## src/rtl/imm_gen_pipe.sv

```systemverilog
// RISC-V immediate generator (I/S/B/J/U/SHAMT/ZIMM), extended to XLEN, with a sideband tag.
// Latency: one cycle from input acceptance to out_valid, with one result per cycle at full rate.
// Backpressure: in_ready drops while a held result is stalled by out_ready, or while flush is high.
module imm_gen_pipe #(
    parameter int XLEN  = 32,
    parameter int TAG_W = 8
) (
    input  logic             clk,
    input  logic             rst_n,
    input  logic             flush,
    input  logic             in_valid,
    output logic             in_ready,
    input  logic [31:0]      instr,
    input  logic [2:0]       imm_sel,
    input  logic [TAG_W-1:0] in_tag,
    output logic             out_valid,
    input  logic             out_ready,
    output logic [XLEN-1:0]  imm_out,
    output logic [TAG_W-1:0] out_tag,
    output logic             illegal
);

    if (XLEN != 32 && XLEN != 64) begin : g_bad_xlen
        $error("imm_gen_pipe: XLEN must be 32 or 64");
    end

    localparam logic [2:0] SEL_I     = 3'd0;
    localparam logic [2:0] SEL_S     = 3'd1;
    localparam logic [2:0] SEL_B     = 3'd2;
    localparam logic [2:0] SEL_J     = 3'd3;
    localparam logic [2:0] SEL_U     = 3'd4;
    localparam logic [2:0] SEL_SHAMT = 3'd5;
    localparam logic [2:0] SEL_ZIMM  = 3'd6;

    typedef struct packed {
        logic [XLEN-1:0]  imm;
        logic [TAG_W-1:0] tag;
        logic             illegal;
    } out_t;

    out_t        out_q;
    out_t        out_nxt;
    logic [31:0] imm32;
    logic        sext;
    logic        accept;

    // Opcode bits do not contribute to any immediate.
    logic unused_opcode;
    assign unused_opcode = ^instr[6:0];

    // Each format is first built as a 32-bit value, then sign- or zero-extended once.
    always_comb begin
        imm32 = 32'd0;
        sext  = 1'b1;
        unique case (imm_sel)
            SEL_I: imm32 = {{20{instr[31]}}, instr[31:20]};
            SEL_S: imm32 = {{20{instr[31]}}, instr[31:25], instr[11:7]};
            SEL_B: imm32 = {{19{instr[31]}}, instr[31], instr[7], instr[30:25], instr[11:8], 1'b0};
            SEL_J: imm32 = {{11{instr[31]}}, instr[31], instr[19:12], instr[20], instr[30:21], 1'b0};
            SEL_U: imm32 = {instr[31:12], 12'd0};
            SEL_SHAMT: begin
                sext  = 1'b0;
                imm32 = (XLEN == 32) ? {27'd0, instr[24:20]} : {26'd0, instr[25:20]};
            end
            SEL_ZIMM: begin
                sext  = 1'b0;
                imm32 = {27'd0, instr[19:15]};
            end
            default: begin
                sext  = 1'b0;
                imm32 = 32'd0;
            end
        endcase
    end

    always_comb begin
        out_nxt.imm     = sext ? XLEN'($signed(imm32)) : XLEN'(imm32);
        out_nxt.tag     = in_tag;
        out_nxt.illegal = (imm_sel == 3'd7);
    end

    assign in_ready = !flush && (!out_valid || out_ready);
    assign accept   = in_valid && in_ready;

    always_ff @(posedge clk or negedge rst_n) begin
        if (!rst_n) begin
            out_valid <= 1'b0;
            out_q     <= '0;
        end else if (flush) begin
            out_valid <= 1'b0;
        end else if (accept) begin
            out_valid <= 1'b1;
            out_q     <= out_nxt;
        end else if (out_valid && out_ready) begin
            out_valid <= 1'b0;
        end
    end

    assign imm_out = out_q.imm;
    assign out_tag = out_q.tag;
    assign illegal = out_q.illegal;

endmodule

```

## config.mk

```make
export PLATFORM = sky130hd
export DESIGN_NAME = imm_gen_pipe
export DESIGN_NICKNAME = d
export VERILOG_FILES = /design/src/rtl/imm_gen_pipe.sv
export SDC_FILE = /design/constraint.sdc
export NUM_CORES = 1
export LEC_CHECK = 0
export ABC_AREA = 1
export ABC_CLOCK_PERIOD_IN_PS = 1000
export CAP_MARGIN = 40
export CORE_UTILIZATION = 37
export DETAILED_ROUTE_END_ITERATION = 12
export PLACE_DENSITY = 0.76
export SLEW_MARGIN = 30
export SYNTH_ARGS = -nofsm -noshare
export SYNTH_HDL_FRONTEND = slang
export SYNTH_SLANG_ARGS = --single-unit
```

## constraint.sdc

```tcl
create_clock -name clk -period 1 [get_ports clk]
set_input_delay 0.15 -clock clk [delete_from_list [all_inputs] [get_ports clk]]
set_output_delay 0.15 -clock clk [all_outputs]
set_load 0.1 [all_outputs]
```

# Yosys cells after proc, flatten, opt, wreduce, memory -nomap -nowiden
# Cells that the tools add are included.
[word_totals] in_bits=48 out_inout_bits=43 ff_bits=42 elab_cells=25
[classes] eq_ne=7 bitwise_logic=1 muxes=4 reduce_logical=9
[op_table] operator="$pmux W32 S7" n=1
[op_table] operator="$eq A3 B3 Y1 const B" n=4
[op_table] operator="$eq A3 B2 Y1 const B" n=2
[op_table] operator="$eq A3 B1 Y1 const B" n=1
[op_table] operator="$logic_and A1 B1 Y1" n=3
[op_table] operator="$logic_not A3 Y1" n=1
[op_table] operator="$mux W1" n=3
[op_table] operator="$reduce_bool A3 Y1" n=1
[op_table] operator="$logic_not A1 Y1" n=2
[op_table] operator="$reduce_and A2 Y1" n=1
[op_table] operator="$logic_or A1 B1 Y1" n=1
[op_table] operator="$not A1 Y1" n=1

# Logic depth before layout (Yosys ltp)
# Gate-level depths: netlist (run 1).
[depth] ltp_word=6 mapped_depth=8 depth_no_buf=7

# Worst setup path before layout (run 1)
# No wires, ideal clock.
[synth_path] path_type="register -> register" start="reg out_valid" end="reg out_q, in the netlist imm_out[10]" setup_ns=0.135 period_less_slack_ns=2.620 arrival_time_ns=2.486 path_slack_ns=-1.620 stages_incl_launch_ff=9 required_time_ns=0.865 n_path_buf=2 cell_sequence="dfrtp_1 > inv_1 > nor2_1 > nor2_2 > nand2_1 > buf_4 > buf_4 > nand2_1 > o31ai_1"
[synth_via] elab_chain_len=5
[synth_rtl] element="from (decl)" line="16" text="output logic out_valid,"
[synth_rtl] element="from (signal assigned)" line="87" text="out_valid <= 1'b0;"
[synth_rtl] element="from (signal assigned)" line="90" text="out_valid <= 1'b0;"
[synth_rtl] element="from (signal assigned)" line="92" text="out_valid <= 1'b1;"
[synth_rtl] element="$logic_not A1 Y1" line="82" text="assign in_ready = !flush && (!out_valid || out_ready);"
[synth_rtl] element="$logic_or A1 B1 Y1" line="82"
[synth_rtl] element="$logic_and A1 B1 Y1" line="82"
[synth_rtl] element="via in_ready" line="12" text="output logic in_ready,"
[synth_rtl] element="$logic_and A1 B1 Y1" line="83" text="assign accept = in_valid && in_ready;"
[synth_rtl] element="$reduce_and A2 Y1 (no line)"
[synth_rtl] element="to (signal assigned)" line="93" text="out_q <= out_nxt;"
[synth_rtl] element="to (decl)" line="41" text="out_t out_q;"
# The timed path passes the listed nets, and every way through them passes these cells.
# A chain may end at the register's enable or synchronous reset.

# Worst setup path in the final report (run 1)
[layout_path] start="reg out_valid" end="out in_ready"
[layout_via] elab_chain_len=3
[layout_rtl] element="$logic_not A1 Y1" line="82"
[layout_rtl] element="$logic_or A1 B1 Y1" line="82"
[layout_rtl] element="$logic_and A1 B1 Y1" line="82"
[layout_rtl] element="to (decl)" line="12"
# Every way passes these cells.

==> results.toml, run 1 <==
[global_routing]
busiest_layer = "met2"
grt_usage_pct = 23.0
grt-ovfl-total = 0
grt_use_met1_pct = 29.7
grt_pass1_wl_microns = 9650
grt_max_degree = 43
antenna_found_initial = 0
grt_pass1_vias = 2002
met2_usage_pct = 37.0
grt_use_met3_pct = 7.14

[logic_synthesis]
ys_seq_area_share_pct = 52.5
syn_inst = 239
ys.flop_type = "dfrtp_1"
syn_nets = 287
synth_area_per_cell_sq_um = 8.38
synth_top_cell_by_area = "dfrtp_1"
synth_area_sq_um = 2000
async_flop_share_pct = 100
ys_warn_count = 0
yosysTopAreaCellShare_pct = 52.5
synth_edf_count = 0
synthTopCellsByArea = "dfrtp_1, nand2_1, nand3_1, a21oi_2, o21ai_2"
ys_ff_latch = 42
ys_types = 21

[sta]
min_period_ns = 1.41
relSlewSlack_pct = 77.1
rsz0062_at_grt = "true"
worst_pin_slew_ns = 0.343
clock_skew_ns = 0.00574
period_share_pct = 141
fin_ws_ns = -0.409
hold_viol = 0
maxSlewViolCount = 0
fmax_mhz = 710
setup_viol = 84

[clock_tree]
root_buffer = "clkbuf_8"
numCtsBuffers = 5
cts.htree.levels = 2
cts_buffer_depth = 2
cts_tree = "built"
clk_latency_ns = 0.30
cts.sinks = 42
clk_pin_slew_ns = 0.08

[critical_path]
cp_cell_sequence = "inv_2 > nor2_4 > nor2_4 > buf_6 > buf_12"
path_max_fanout = 2
crit_path_end_kind = "output pin"
critPathRequiredTime_ns = 0.85
worstSetupPathType = "reg -> out"
slowest_delay_ns = 0.48
crit_slowest_cell = "dfrtp_4"
arrival_ns = 1.26
path_common_cell = "nor2_4"
critPathLaunchType = "flop"

[finish]
fill_cells = 287
final_common_cell = "nand2_1"
drive_gt1_share_pct = 56.6
fin_util_pct = 81.0
nets = 409
final_cell_mix = "nand2_1, buf_12, dfrtp_2, clkdlybuf4s50_1, buf_4"
num_antenna_cells = 0
stdcell_area_sq_um = 4190
areaGrowthSynthToFinish_pct = 109

[drt]
wirelength_microns = 6980
wire_per_inst_microns = 16.2
vias = 2186
ant_nets = 0
vias_per_cell = 5.06
drc = 0
drtPass1Iterations = 4
initialDrtViolationCount = 197

[floorplanning]
initial_utilization_pct = 38.7
io_pins = 91
coreArea_sq_um = 5170
num_rows = 26
die_h_microns = 75.6
die_area_sq_um = 5710
die_w_microns = 75.6

[outcome]
outcome = "complete, but fails checks"
violations = "setup timing"

[place]
placed_area_sq_um = 3520
dp_hpwl_microns = 4070
place.gp.congestion = 0.829
port_buffers = 83
post-place-ws_ns = -0.582

[power]
finalPower_mw = 7.41
power.density_nw_per_um2 = 1770
power_leakage_nw = 1.96
max-vdd-ir-drop_v = 0.00147

[hold_path]
hp-class = "in -> async"

[run]
maxCapViolCount = 0
## per-layer routing
| layer | routed length, microns | vias up |
|---|---|---|
| met5 | 0 | - |
| met4 | 187 | 0 |
| met3 | 412 | 18 |
| met2 | 3590 | 91 |
| met1 | 2790 | 1052 |
| li1 | - | 1025 |
## power breakdown
group	switching [mW]	total, mW	internal, mW
clock network	0.616	1.17	0.558
registers	0.278	2.26	1.98
logic	2.48	3.98	1.49
total	3.38	7.41	4.03
## logic make-up after synthesis
kind of cell | synth area share [%]
AO/OA/AOI/OAI | 11.9
AND/OR/NAND/NOR | 30.1
flip-flops | 52.5
buffers and inverters | 5.50
## synth_stat cells, types with 5 or more instances
cell and n:
nand3_1 17, dfrtp_1 42, o21ai_0 5, nand2_1 107, o31ai_1 7, nand4_1 6, o21ai_2 8, a21oi_2 8
buf_2 6, inv_1 7
## path summary, 6_finish.rpt
path,depth (start not counted),startpoint,endpoint,slack (ns)
worst min-delay path,3,rst_n,out_valid$_DFFE_PN0P_,0.33
max in group asynchronous,3,rst_n,imm_out[17]$_DFFE_PN0P_,0.42
worst max-delay path,5,out_valid$_DFFE_PN0P_,in_ready,-0.41
worst min register to register,2,imm_out[28]$_DFFE_PN0P_,imm_out[28]$_DFFE_PN0P_,0.53
worst max register to register,9,out_valid$_DFFE_PN0P_,imm_out[30]$_DFFE_PN0P_,-0.41
min in group clk,3,in_tag[4],out_tag[4]$_DFFE_PN0P_,0.37
## cell type report
class | instances | area [sq um] | share of cell area, %
timing repair inverter | 3 | 33.8 | 0.806
clock inverter | 1 | 5.00 | 0.119
sequential | 42 | 1110 | 26.4
multi-input combinational | 175 | 1120 | 26.7
tap | 70 | 87.6 | 2.09
inverter | 12 | 62.6 | 1.49
clock buffer | 7 | 86.3 | 2.06
timing repair buffer | 122 | 1690 | 40.3
## stage by stage
stage / std cells / hold WS, ns / setup TNS (ns)
3_3_place_gp: 401 / 0.145 / -18.66
6_report: 432 / 0.334 / -17.95
2_1_floorplan: 239 / -0.146 / -38.19
4_1_cts: 416 / 0.354 / -16.83
5_1_grt: 432 / 0.385 / -21.06
3_5_place_dp: 401 / 0.144 / -21.20
## worst max-delay path, delay by kind of cell (launching register included)
kind          cells  cell delay, ns
buf+inv           3            0.34
flops             1            0.48
simple gates      2            0.14
## state kept, by name, indices dropped and copies added, names as in the netlist
register and count:
out_valid 1, imm_out 32, illegal 1, out_tag 8
## timing repair
| item | 4_1_cts | 5_1_grt |
|---|---|---|
| endpoints found under the setup margin | 84 | 84 |
| gates cloned | 3 | 6 |
| gates resized for setup | 22 | 59 |
| hold buffers | 1 | 0 |
| pin swaps | 1 | 13 |
| hold endpoints to repair | 42 | 0 |
| setup buffers | 3 | 10 |
(Power assumes the default switching activity.)
==> run 2, diff against run 1 <==
CORE_ASPECT_RATIO = 1.25   (was not set)
SLEW_MARGIN = 25   (was 30)
==> run 2 against run 1 <==
  * The flow still finishes with violations (setup timing)
  * Global-route usage fell by 0.99 points
  * Combinational power fell by 9.5%
  * Worst hold slack improved by 0.0022 ns
  * Largest cell class unchanged
==> results.toml, run 2 (synthesized netlist as in run 1, its figures left out) <==
[clock_tree]
cts.htree.levels = 2
numCtsBuffers = 5
root_buffer = "clkbuf_8"
clk_pin_slew_ns = 0.08
cts_buffer_depth = 2
cts.sinks = 42
clk_latency_ns = 0.30
cts_tree = "built"

[sta]
period_share_pct = 139
min_period_ns = 1.39
rsz0062_at_grt = "true"
setup_viol = 84
hold_viol = 0
maxSlewViolCount = 0
fin_ws_ns = -0.390
fmax_mhz = 720
clock_skew_ns = 0.00680
relSlewSlack_pct = 79.7
worst_pin_slew_ns = 0.304

[finish]
final_cell_mix = "nand2_1, buf_12, dfrtp_2, clkdlybuf4s50_1, nand3_1"
drive_gt1_share_pct = 42.6
nets = 385
num_antenna_cells = 0
largest_reg_flops = 32
final_common_cell = "nand2_1"
areaGrowthSynthToFinish_pct = 85.0
fill_cells = 376

[global_routing]
grt_usage_pct = 22.0
grt_pass1_vias = 2016
grt-ovfl-total = 0
grt_max_degree = 43
grt_pass1_wl_microns = 9460
antenna_found_initial = 0

[floorplanning]
die_w_microns = 67.8
die_h_microns = 84.2
initial_utilization_pct = 38.9
coreArea_sq_um = 5150
io_pins = 91
num_rows = 29
die_area_sq_um = 5710

[critical_path]
crit_start = "out_valid$_DFFE_PN0P_"
regToRegSetupSlack_ns = -0.35
r2r_cells = 6
r2r_start = "out_valid$_DFFE_PN0P_"
crit_path_end_kind = "output pin"
critPathRequiredTime_ns = 0.85
path_max_fanout = 2
timing.rr.end = "imm_out[9]$_DFFE_PN0P_"
critPathLaunchType = "flop"
worstSetupPathType = "reg -> out"
arrival_ns = 1.24

[place]
place.gp.congestion = 0.878
dp_hpwl_microns = 4180
port_buffers = 83
post-place-ws_ns = -0.530

[drt]
drc = 0
ant_nets = 0
initialDrtViolationCount = 114
vias_per_cell = 4.99
wire_per_inst_microns = 14.2
wirelength_microns = 5680
drtPass1Iterations = 4
vias = 1995

[outcome]
violations = "setup timing"
outcome = "complete, but fails checks"

[power]
max-vdd-ir-drop_v = 0.00161
power.density_nw_per_um2 = 2030
power_leakage_nw = 1.70
finalPower_mw = 7.52

[hold_path]
hp-class = "in -> async"

[run]
maxCapViolCount = 0
[run 2: cell types whose count changed in the layout (fill, tap and decap cells not counted), moves of 2 or more]
cell / change
buf_4: -13
buf_6: -2
bufinv_16: +2
clkbuf_16: -2
nand2_1: +30
nand2_2: -14
nand2_4: -16
o31ai_1: +7
o31ai_2: -2
o31ai_4: -5
[run 2: through the flow]
step / hold WS (ns) / cell area (sq um) / std cells / TNS [ns] / util (%)
finish: 0.337 / 3700 / 400 / -14.30 / 71.9
detailed placement: 0.141 / 3510 / 389 / -19.73 / 68.1
global route: 0.340 / 3700 / 400 / -18.54 / 71.9
global placement: 0.139 / 3510 / 389 / -18.65 / 68.1
CTS: 0.354 / 3680 / 398 / -14.28 / 71.3
floorplan: -0.146 / 2070 / 239 / -38.19 / -
[run 2: layout make-up]
| type | instances | area [sq um] | share of cell area (%) |
|---|---|---|---|
| Clock buffer | 6 | 82.6 | 2.23 |
| Clock inverter | 2 | 60.1 | 1.62 |
| Inverter | 12 | 51.3 | 1.39 |
| Multi-Input combinational cell | 174 | 857 | 23.1 |
| Timing Repair Buffer | 102 | 1470 | 39.7 |
| Sequential cell | 42 | 1110 | 29.9 |
| Tap cell | 62 | 77.6 | 2.09 |
[run 2: power breakdown]
part           switching [mW]  internal [mW]  leakage (nW)
clock                   0.599           1.06        0.0714
sequential              0.272           1.98         0.485
combinational            2.30           1.30          1.14
[run 2: how the worst max path moves through the flow]
| stage | to | slack [ns] | cells after the start |
|---|---|---|---|
| after detailed placement | imm_out[11]$_DFFE_PN0P_ | -0.53 | 7 |
| final | in_ready | -0.39 | 5 |
| after CTS | in_ready | -0.40 | 5 |
| after global routing | imm_out[5]$_DFFE_PN0P_ | -0.46 | 6 |
| after floorplan | imm_out[11]$_DFFE_PN0P_ | -0.95 | 8 |
| after global placement | imm_out[4]$_DFFE_PN0P_ | -0.50 | 7 |
[run 2: what timing repair did]
action,4_1_cts,5_1_grt
pin swaps,1,0
buffers inserted,0,2
resized for setup,5,3
hold endpoints to repair,42,0
setup endpoints to repair,84,84
hold buffers,1,0
[run 2: routing by layer]
metal  GRT usage, %  vias up  share of wire, %
met5              0        -                 0
met4           7.95        0               1.8
met3           4.62       11               4.8
met2           37.5       76                54
met1           26.6      935                40
li1               -      973                 -
[run 2: critical path: stages, from the launching register on]
cell and delay (ns):
dfrtp_4 0.48, inv_2 0.06, nor2_2 0.04, nor2_4 0.10, buf_6 0.11, buf_12 0.16
